## config.mk

```make
export PLATFORM = sky130hd
export DESIGN_NAME = data_mem_access_unit_flat
export DESIGN_NICKNAME = d
export VERILOG_FILES = /design/src/rtl/data_mem_access_unit_if.sv /design/src/rtl/data_mem_access_unit.sv /design/src/flat_wrapper.sv
export SDC_FILE = /design/constraint.sdc
export NUM_CORES = 1
export LEC_CHECK = 0
export ABC_AREA = 1
export BUFFER_PORTS_ARGS = -buffer_cell sky130_fd_sc_hd__buf_2
export CAP_MARGIN = 20
export CORE_MARGIN = 5
export CORE_UTILIZATION = 54
export DETAILED_ROUTE_END_ITERATION = 12
export PLACE_DENSITY = 0.93
export SYNTH_ARGS = -nofsm -noshare
export SYNTH_HDL_FRONTEND = slang
export SYNTH_SLANG_ARGS = --single-unit
export TNS_END_PERCENT = 1
```

## constraint.sdc

```tcl
create_clock -name clk -period 3.1 [get_ports clk]
set_input_delay 0.62 -clock clk [delete_from_list [all_inputs] [get_ports clk]]
set_output_delay 0.62 -clock clk [all_outputs]
set_load 0.01 [all_outputs]
```

## src/rtl/data_mem_access_unit_if.sv

```systemverilog
// rtl/data_mem_access_unit_if.sv - request/response and data-memory bus bundle for the load/store unit
interface data_mem_access_unit_if;
  logic        req_valid;
  logic        req_ready;
  logic        req_write;
  logic [1:0]  req_size;
  logic        req_unsigned;
  logic [31:0] req_addr;
  logic [31:0] req_wdata;
  logic        rsp_valid;
  logic [31:0] rsp_rdata;
  logic        rsp_error;
  logic        Mem_Read;
  logic        Mem_Write;
  logic [31:0] Address;
  logic [31:0] Write_data;
  logic [31:0] Mem_Data;

  // the load/store unit: serves pipeline requests, drives the memory bus
  modport slave (
    input  req_valid, req_write, req_size, req_unsigned, req_addr, req_wdata, Mem_Data,
    output req_ready, rsp_valid, rsp_rdata, rsp_error, Mem_Read, Mem_Write, Address, Write_data
  );

  // the environment: pipeline issuing requests plus the data memory
  modport master (
    output req_valid, req_write, req_size, req_unsigned, req_addr, req_wdata, Mem_Data,
    input  req_ready, rsp_valid, rsp_rdata, rsp_error, Mem_Read, Mem_Write, Address, Write_data
  );
endinterface

```

## src/rtl/data_mem_access_unit.sv

```systemverilog
// rtl/data_mem_access_unit.sv - load/store initiator for the byte-addressed big-endian data memory
module data_mem_access_unit #(
  parameter int unsigned MEM_BYTES = 1024
) (
  input logic                   clk,
  input logic                   reset_n,
  data_mem_access_unit_if.slave bus
);

  typedef enum logic [1:0] {
    S_IDLE = 2'd0,
    S_RD   = 2'd1,
    S_WR   = 2'd2,
    S_RESP = 2'd3
  } state_t;

  localparam logic [1:0]  SZ_BYTE   = 2'b00;
  localparam logic [1:0]  SZ_HALF   = 2'b01;
  localparam logic [1:0]  SZ_WORD   = 2'b10;
  localparam logic [32:0] MEM_LIMIT = 33'(MEM_BYTES);

  state_t      state_q, state_d;
  logic        write_q, write_d;
  logic [1:0]  size_q, size_d;
  logic        uns_q, uns_d;
  logic [31:0] addr_q, addr_d;
  logic [31:0] wdata_q, wdata_d;   // store data, replaced by the merged word after RD
  logic [31:0] rdata_q, rdata_d;
  logic        error_q, error_d;

  logic [32:0] last_byte;
  logic        req_err;
  logic [7:0]  lane_byte;
  logic [15:0] lane_half;
  logic [31:0] merged_byte;
  logic [31:0] merged_half;
  logic [31:0] load_ext;
  logic [31:0] merged;

  // legality of the incoming request: size code, alignment, last touched byte in range
  always_comb begin
    last_byte = {1'b0, bus.req_addr};
    req_err   = 1'b0;
    case (bus.req_size)
      SZ_BYTE: last_byte = {1'b0, bus.req_addr};
      SZ_HALF: begin
        last_byte = {1'b0, bus.req_addr} + 33'd1;
        req_err   = bus.req_addr[0];
      end
      SZ_WORD: begin
        last_byte = {1'b0, bus.req_addr} + 33'd3;
        req_err   = |bus.req_addr[1:0];
      end
      default: req_err = 1'b1;
    endcase
    if (last_byte >= MEM_LIMIT) begin
      req_err = 1'b1;
    end
  end

  // big-endian lane selection on the read word: extract for loads, merge for sub-word stores
  always_comb begin
    lane_half   = addr_q[1] ? bus.Mem_Data[15:0] : bus.Mem_Data[31:16];
    merged_half = addr_q[1] ? {bus.Mem_Data[31:16], wdata_q[15:0]}
                            : {wdata_q[15:0], bus.Mem_Data[15:0]};
    lane_byte   = bus.Mem_Data[31:24];
    merged_byte = {wdata_q[7:0], bus.Mem_Data[23:0]};
    case (addr_q[1:0])
      2'd0: begin
        lane_byte   = bus.Mem_Data[31:24];
        merged_byte = {wdata_q[7:0], bus.Mem_Data[23:0]};
      end
      2'd1: begin
        lane_byte   = bus.Mem_Data[23:16];
        merged_byte = {bus.Mem_Data[31:24], wdata_q[7:0], bus.Mem_Data[15:0]};
      end
      2'd2: begin
        lane_byte   = bus.Mem_Data[15:8];
        merged_byte = {bus.Mem_Data[31:16], wdata_q[7:0], bus.Mem_Data[7:0]};
      end
      default: begin
        lane_byte   = bus.Mem_Data[7:0];
        merged_byte = {bus.Mem_Data[31:8], wdata_q[7:0]};
      end
    endcase
    case (size_q)
      SZ_BYTE: begin
        load_ext = uns_q ? {24'd0, lane_byte} : {{24{lane_byte[7]}}, lane_byte};
        merged   = merged_byte;
      end
      SZ_HALF: begin
        load_ext = uns_q ? {16'd0, lane_half} : {{16{lane_half[15]}}, lane_half};
        merged   = merged_half;
      end
      default: begin
        load_ext = bus.Mem_Data;
        merged   = wdata_q;
      end
    endcase
  end

  // state and captured request; async reset abandons any transaction in flight
  always_ff @(posedge clk or negedge reset_n) begin
    if (!reset_n) begin
      state_q <= S_IDLE;
      write_q <= 1'b0;
      size_q  <= 2'b00;
      uns_q   <= 1'b0;
      addr_q  <= 32'd0;
      wdata_q <= 32'd0;
      rdata_q <= 32'd0;
      error_q <= 1'b0;
    end else begin
      state_q <= state_d;
      write_q <= write_d;
      size_q  <= size_d;
      uns_q   <= uns_d;
      addr_q  <= addr_d;
      wdata_q <= wdata_d;
      rdata_q <= rdata_d;
      error_q <= error_d;
    end
  end

  // next state, request capture at accept, response data at entry to RESP
  always_comb begin
    state_d = state_q;
    write_d = write_q;
    size_d  = size_q;
    uns_d   = uns_q;
    addr_d  = addr_q;
    wdata_d = wdata_q;
    rdata_d = rdata_q;
    error_d = error_q;
    case (state_q)
      S_IDLE: begin
        if (bus.req_valid) begin
          write_d = bus.req_write;
          size_d  = bus.req_size;
          uns_d   = bus.req_unsigned;
          addr_d  = bus.req_addr;
          wdata_d = bus.req_wdata;
          if (req_err) begin
            rdata_d = 32'd0;
            error_d = 1'b1;
            state_d = S_RESP;
          end else if (!bus.req_write) begin
            state_d = S_RD;
          end else if (bus.req_size == SZ_WORD) begin
            state_d = S_WR;
          end else begin
            state_d = S_RD;
          end
        end
      end
      S_RD: begin
        if (write_q) begin
          wdata_d = merged;
          state_d = S_WR;
        end else begin
          rdata_d = load_ext;
          error_d = 1'b0;
          state_d = S_RESP;
        end
      end
      S_WR: begin
        rdata_d = 32'd0;
        error_d = 1'b0;
        state_d = S_RESP;
      end
      default: state_d = S_IDLE;
    endcase
  end

  // bus strobes decoded straight from the state register so reset drops them at once
  always_comb begin
    bus.req_ready  = (state_q == S_IDLE);
    bus.rsp_valid  = (state_q == S_RESP);
    bus.rsp_rdata  = rdata_q;
    bus.rsp_error  = error_q;
    bus.Mem_Read   = (state_q == S_RD);
    bus.Mem_Write  = (state_q == S_WR);
    bus.Address    = ((state_q == S_RD) || (state_q == S_WR)) ? {addr_q[31:2], 2'b00} : 32'd0;
    bus.Write_data = (state_q == S_WR) ? wdata_q : 32'd0;
  end

endmodule

```

## src/flat_wrapper.sv

```systemverilog
// flat-port wrapper written by rule: the top's interface ports become plain ports
module data_mem_access_unit_flat 
#(
  parameter int unsigned MEM_BYTES = 1024
)
  (clk, reset_n, bus_req_valid, bus_req_write, bus_req_size, bus_req_unsigned, bus_req_addr, bus_req_wdata, bus_Mem_Data, bus_req_ready, bus_rsp_valid, bus_rsp_rdata, bus_rsp_error, bus_Mem_Read, bus_Mem_Write, bus_Address, bus_Write_data);
  data_mem_access_unit_if bus_i ();
  input logic clk;
  input logic reset_n;
  input wire logic [$bits(bus_i.req_valid)-1:0] bus_req_valid;
  input wire logic [$bits(bus_i.req_write)-1:0] bus_req_write;
  input wire logic [$bits(bus_i.req_size)-1:0] bus_req_size;
  input wire logic [$bits(bus_i.req_unsigned)-1:0] bus_req_unsigned;
  input wire logic [$bits(bus_i.req_addr)-1:0] bus_req_addr;
  input wire logic [$bits(bus_i.req_wdata)-1:0] bus_req_wdata;
  input wire logic [$bits(bus_i.Mem_Data)-1:0] bus_Mem_Data;
  output wire logic [$bits(bus_i.req_ready)-1:0] bus_req_ready;
  output wire logic [$bits(bus_i.rsp_valid)-1:0] bus_rsp_valid;
  output wire logic [$bits(bus_i.rsp_rdata)-1:0] bus_rsp_rdata;
  output wire logic [$bits(bus_i.rsp_error)-1:0] bus_rsp_error;
  output wire logic [$bits(bus_i.Mem_Read)-1:0] bus_Mem_Read;
  output wire logic [$bits(bus_i.Mem_Write)-1:0] bus_Mem_Write;
  output wire logic [$bits(bus_i.Address)-1:0] bus_Address;
  output wire logic [$bits(bus_i.Write_data)-1:0] bus_Write_data;
  assign bus_i.req_valid = bus_req_valid;
  assign bus_i.req_write = bus_req_write;
  assign bus_i.req_size = bus_req_size;
  assign bus_i.req_unsigned = bus_req_unsigned;
  assign bus_i.req_addr = bus_req_addr;
  assign bus_i.req_wdata = bus_req_wdata;
  assign bus_i.Mem_Data = bus_Mem_Data;
  assign bus_req_ready = bus_i.req_ready;
  assign bus_rsp_valid = bus_i.rsp_valid;
  assign bus_rsp_rdata = bus_i.rsp_rdata;
  assign bus_rsp_error = bus_i.rsp_error;
  assign bus_Mem_Read = bus_i.Mem_Read;
  assign bus_Mem_Write = bus_i.Mem_Write;
  assign bus_Address = bus_i.Address;
  assign bus_Write_data = bus_i.Write_data;
  data_mem_access_unit #(.MEM_BYTES(MEM_BYTES)) u_core (.clk(clk), .reset_n(reset_n), .bus(bus_i));
endmodule
```

# After elaboration in Yosys (flattened, before gate mapping)
# Index checks and enable logic that the tools add are counted.
dict set report op_classes {
  n_addsub 2
  order_cmp 1
  eq_ne 15
  n_mux 30
  n_reduce_logical 13
}
# cell count
set op_table {}
lappend op_table {{32-bit 2-to-1 mux} 10}
lappend op_table {{32-bit case mux with 2 select lines} 3}
lappend op_table {{32-bit case mux with 3 select lines} 2}
lappend op_table {{33-bit case mux with 2 select lines} 1}
lappend op_table {{32-bit by 1-bit adder with 33-bit output (second input constant)} 1}
lappend op_table {{32-bit by 2-bit adder with 33-bit output (second input constant)} 1}
lappend op_table {{33-bit by 11-bit greater-or-equal comparator with 1-bit output (second input constant)} 1}
lappend op_table {{8-bit case mux with 3 select lines} 1}
lappend op_table {{16-bit 2-to-1 mux} 1}
lappend op_table {{2-bit by 1-bit equality test with 1-bit output (second input constant)} 4}
lappend op_table {{2-bit equality test (second input constant)} 4}
lappend op_table {{2-bit zero test} 4}
lappend op_table {{2-bit 2-to-1 mux} 4}
lappend op_table {{4-bit AND reduction} 2}
lappend op_table {{1-bit case mux with 3 select lines} 2}
lappend op_table {{2-bit case mux with 3 select lines} 1}
lappend op_table {{6-bit AND reduction} 1}
lappend op_table {{1-bit 2-to-1 mux} 5}
lappend op_table {{5-bit inequality test (second input constant)} 1}
lappend op_table {{5-bit AND reduction} 1}
lappend op_table {{2-bit by 1-bit inequality test with 1-bit output (second input constant)} 2}
lappend op_table {{2-bit inequality test (second input constant)} 2}
lappend op_table {{3-bit by 1-bit inequality test with 1-bit output (second input constant)} 1}
lappend op_table {{3-bit inequality test (second input constant)} 1}
lappend op_table {{5 further kinds} 5}
dict set report word_totals {
  register_bits 103
  input_bits 103
  output_inout_bits 101
  word_cells 71
}

# Logic depth before layout (Yosys ltp)
dict set report depth {
  word_depth 7
  mapped_depth 24
  depth_no_buf 23
}

# Worst setup path before layout
# OpenSTA, ideal clock, no wires.
dict set report synth_timing {
  kind {input to register}
  startpoint {in bus_req_size[0]}
  endpoint {reg u_core.rdata_q[7], in the netlist u_core.bus.rsp_rdata[7]}
  setup_time_ns 0.123
  arrival_ns 2.652
  required_time_ns 2.977
  setup_slack_ns 0.325
  stages 21
  n_path_buf 2
  path_cell_list {inv_1 ha_1 inv_1 nand2_1 and2_1 ha_1 inv_1 nand2_1 nand2_4 nor2_4 nand3_1 nand2_1 nand3_1 nor2_1 nand3_1 nor2_2 nand3_2 nand2_2 buf_12 buf_6 o21ai_2}
}
dict set report synth_between {
  elab_chain_cells 6
  word_cells_on_any_way 9
  cone_classes {order compare: 1; eq/ne: 3; mux: 3; reduce/logical: 2}
}
# item line
set synth_rtl {}
lappend synth_rtl {{start: declaration} flat_wrapper.sv:12} ;# input wire logic [$bits(bus_i.req_size)-1:0] bus_req_size;
lappend synth_rtl {{2-bit equality test or 2-bit by 1-bit equality test with 1-bit output (tied branches)} data_mem_access_unit.sv:44} ;# case (bus.req_size)
lappend synth_rtl {{33-bit case mux with 2 select lines} data_mem_access_unit.sv:44}
lappend synth_rtl {{33-bit by 11-bit greater-or-equal comparator with 1-bit output} data_mem_access_unit.sv:56} ;# if (last_byte >= MEM_LIMIT) begin
lappend synth_rtl {{1-bit 2-to-1 mux *} data_mem_access_unit.sv:56}
lappend synth_rtl {{2-bit by 1-bit inequality test with 1-bit output (no line) *} -}
lappend synth_rtl {{4-bit AND reduction (no line) *} -}
lappend synth_rtl {{end signal: assignment} data_mem_access_unit.sv:120} ;# rdata_q <= rdata_d;
lappend synth_rtl {{end: declaration} data_mem_access_unit.sv:28} ;# logic [31:0] rdata_q, rdata_d;
# Every way passes the cells marked *; elsewhere a longest branch is shown, timed or not.
# A chain may end at the register's enable or synchronous reset.

# Worst setup path in the final report
dict set report layout_timing {
  startpoint {in bus_req_size[0]}
  endpoint {reg u_core.rdata_q[17], in the netlist u_core.bus.rsp_rdata[17]}
}
# Same word-level chain as after synthesis.

==> run summary <==
RUN STATUS
-----------------------------------------------------------------------------------------------
Run status                                                                         complete, no violations

YOSYS
-----------------------------------------------------------------------------------------------
Post-synthesis instance total                                                              1051
Count of flip-flops with a built-in enable after synthesis                                    0
Yosys warns                                                                                   0
Post-synthesis area per instance                                                      6.899 µm²
Post-synthesis async set-or-reset flop share                                             100.0%
Number of distinct library cells after synthesis                                             40
Register area share after synthesis                                                      35.55%
Seq cells post-synth                                                                        103
Total standard cell area after synthesis                                               7251 µm²
Most used flip-flop cell after synthesis                                                dfrtp_1

TIMING
-----------------------------------------------------------------------------------------------
Fin Clk Skew                                                                        0.007971 ns
Tmin final                                                                             2.801 ns
Actual slew at the worst max-slew pin                                                 0.9366 ns
Worst slew margin                                                                        37.34%
Worst setup margin                                                                    0.2986 ns
Highest clock frequency the design can meet                                          0.3570 GHz
Final setup fails                                                                             0
Final hold violation count                                                                    0
Fraction of the cycle the final worst path needs                                         90.37%
Count of final max-slew check failures                                                        0
RSZ-0062 raised after global routing                                                         no
Setup TNS Final                                                                            0 ns

CELLS AND AREA
-----------------------------------------------------------------------------------------------
Total non-filler cell area in the finished layout                                      8781 µm²
Nets                                                                                       1357
Share of post-route cells with drive strength above 1                                    26.98%
Diodes inserted                                                                               0
Synthesis-to-layout area growth                                                          21.10%
Number of non-filler instances in the completed layout                                     1425
Filler cells                                                                               1153

PLACEMENT
-----------------------------------------------------------------------------------------------
Final HPWL DP                                                                          18000 µm
Placed Area                                                                            8479 µm²
IO Port Bufs                                                                                201
Post-Place Setup Slack                                                              -0.08553 ns
Final weighted congestion in routability-driven placement                                0.9867
Instance count after placement with tap cells included                                     1408

CRITICAL PATH
-----------------------------------------------------------------------------------------------
Kind of start point of the critical path                                              input pin
Data required time at the worst endpoint                                                3.39 ns
Crit path buffers/inverters                                                                   5
Category of the worst setup path capture point                                             flop
Largest stage delay on the critical path                                                0.20 ns
Crit path cell chain                                                               buf_2 -> inv_1 -> ha_1 -> inv_1 -> nand2_1 -> and2_1 -> ha_1 -> inv_1 -> nand2_1 -> nand2_4 -> nor2_4 -> nand3_1 -> nand2_1 -> nand3_1 -> nor2_1 -> nand3_1 -> nor2_2 -> nand3_2 -> nand2_4 -> buf_12 -> nand2_1 -> o21ai_1
Critical-path cell with the highest stage delay                                          nor2_4
Worst path most repeated cell                                                           nand2_1
Crit path arrival time                                                                  3.09 ns
Worst setup path class                                                                in -> reg
Critical-path maximum fanout                                                                 24
Family with the most delay on the worst path                                       simple AND/OR/NAND/NOR gates

FLOORPLAN
-----------------------------------------------------------------------------------------------
Effective utilization at floorplan                                                       54.97%
Die height                                                                             125.9 µm
Area of the core region                                                               13190 µm²
Number of primary I/O pins                                                                  204
Area of the die                                                                       15840 µm²
Width of the chip                                                                      125.9 µm
Cell row count                                                                               42

CLOCKING
-----------------------------------------------------------------------------------------------
CTS Sinks                                                                                   103
Clock latency on the worst-skew pair                                                    0.36 ns
CTS root buffer                                                                       clkbuf_16
Clock tree from TritonCTS                                                                 built
Post-CTS Setup Repair Bufs                                                                    0
Number of buffers created by CTS                                                              9
Maximum buffer depth of the clock tree                                                        2
H-tree depth                                                                                  3
Clock input transition at the sequential cells of the worst setup and hold paths        0.07 ns

POWER AND IR DROP
-----------------------------------------------------------------------------------------------
Total leakage power                                                                    4.976 nW
Power density cells                                                                981.1 nW/µm²
Worst IR Drop VDD                                                                      620.3 µV

ROUTING
-----------------------------------------------------------------------------------------------
Drt drc                                                                                       0
Initial detailed-routing violation count                                                    899
Post-DR vias/cell                                                                         5.573
Drt total wl                                                                           22920 µm
Average routed wire per standard cell                                                  16.09 µm
Count of nets left with antenna violations after detail routing                               0
DR vias                                                                                    7942
1st-pass router iterations                                                                    7

GLOBAL ROUTE
-----------------------------------------------------------------------------------------------
Wire length of the first global-routing pass                                           37450 µm
Remaining global-route overflow                                                               0
GRT Overall Usage                                                                        28.87%
Antenna violations before repair                                                              0
Maximum number of pins on one net before global-route repair                                 57
Vias in the first global route                                                             7705

HOLD PATH
-----------------------------------------------------------------------------------------------
Path category of the worst min-delay check                                          in -> async

RUN
-----------------------------------------------------------------------------------------------
Max_cap viols                                                                                 0

## cells in the mapped netlist (7+ instances only)
library cell | number | share of area, %
ha_1 | 10 | 1.7
nand2_1 | 280 | 14
clkbuf_1 | 40 | 2.1
inv_1 | 158 | 8.2
mux2_2 | 11 | 1.7
nand4_1 | 18 | 1.6
o21ai_0 | 110 | 7.6
nor2_1 | 56 | 2.9
a21oi_1 | 48 | 3.3
o22ai_1 | 8 | 0.69
dfrtp_1 | 103 | 36
nor2_2 | 7 | 0.60
nand3_1 | 48 | 3.3
nor3_1 | 9 | 0.62
nand2_2 | 30 | 2.6
o211ai_1 | 38 | 3.9
o21ai_2 | 27 | 3.3
## where the power goes
part           internal, mW  switching [mW]  total [mW]
Clock                 0.558           0.542        1.10
Combinational          1.84            3.22        5.06
Sequential             2.01           0.452        2.46
## final timing paths
kind,from,end,slack (ns),cells past startpoint
worst max register to register,u_core.state_q[0]$_DFFE_PN0N_,u_core.wdata_q[6]$_DFFE_PN0P_,0.50,13
worst min-delay path,reset_n,u_core.wdata_q[22]$_DFFE_PN0P_,0.20,1
min in group clk,bus_req_wdata[11],u_core.wdata_q[11]$_DFFE_PN0P_,0.48,3
max in group asynchronous,reset_n,u_core.addr_q[14]$_DFFE_PN0P_,2.13,2
worst min register to register,u_core.bus.rsp_rdata[1]$_DFFE_PN0P_,u_core.bus.rsp_rdata[1]$_DFFE_PN0P_,0.49,2
worst max-delay path,bus_req_size[0],u_core.bus.rsp_rdata[17]$_DFFE_PN0P_,0.30,22
## flip-flops by register name, summed over array words and instances, names as in the netlist
signal	flops
u_core.addr_q	32
u_core.bus.rsp_rdata	32
u_core.wdata_q	32
u_core.size_q	2
u_core.state_q	2
u_core.bus.rsp_error	1
u_core.uns_q	1
u_core.write_q	1
## metal layers
layer	GRT usage, %	wire length (µm)	up-vias	share of wire [%]
met2	49.59	10880	467	47
met1	35.63	8830	3609	39
li1	-	-	3789	-
met4	10.85	896	0	3.9
met3	6.435	2319	77	10
met5	0	0	-	0
## per-stage QoR
step / total power, mW / util [%] / hold WS [ns]
2_1_floorplan: 5.887 / - / 0.3244
3_3_place_gp: 7.346 / 64.29 / 0.4653
3_5_place_dp: 7.472 / 64.29 / 0.4697
4_1_cts: 8.609 / 66.44 / 0.2128
5_1_grt: 9.377 / 66.57 / 0.2258
6_report: 8.615 / 66.57 / 0.2026
## cell usage in the layout, fill, tap and decap left out, types with 8 or more instances in the layout
cell type  count
nor2_1        55
buf_2        200
mux2_2        11
o22ai_1        8
inv_1        158
o21ai_2       27
o211ai_1      38
nand2_1      279
nand2_2       30
buf_4         31
clkbuf_16      9
nand3_1       48
ha_1           9
a21oi_1       48
nand4_1       18
o21ai_0      110
dfrtp_1      103
nor3_1         9
## repair_timing
action,in CTS,in global routing
pin swaps,0,2
gates cloned,0,0
hold buffers,0,0
resized for setup,1,2
setup endpoints to repair,8,6
## layout make-up
type                            instances  area (µm²)  area share (%)
Clock inverter                          6       52.55          0.5985
Tap cell                              176       220.2           2.508
Inverter                              162       608.1           6.925
Timing Repair Buffer                  234        1294           14.73
Multi-Input combinational cell        734        3800           43.27
Clock buffer                           10       229.0           2.608
Sequential cell                       103        2577           29.35
## cells by family after synthesis
family	after synthesis	synth area share [%]
AND/OR/NAND/NOR	456	27.16
AO/OA/AOI/OAI	253	21.16
buffers and inverters	215	12.41
flip-flops	103	35.55
multiplexers	11	1.708
adder cells (fa/ha/maj)	10	1.726
XOR/XNOR	2	0.2416
other	1	0.05172
Note: power is estimated with default switching activity, not from simulation.
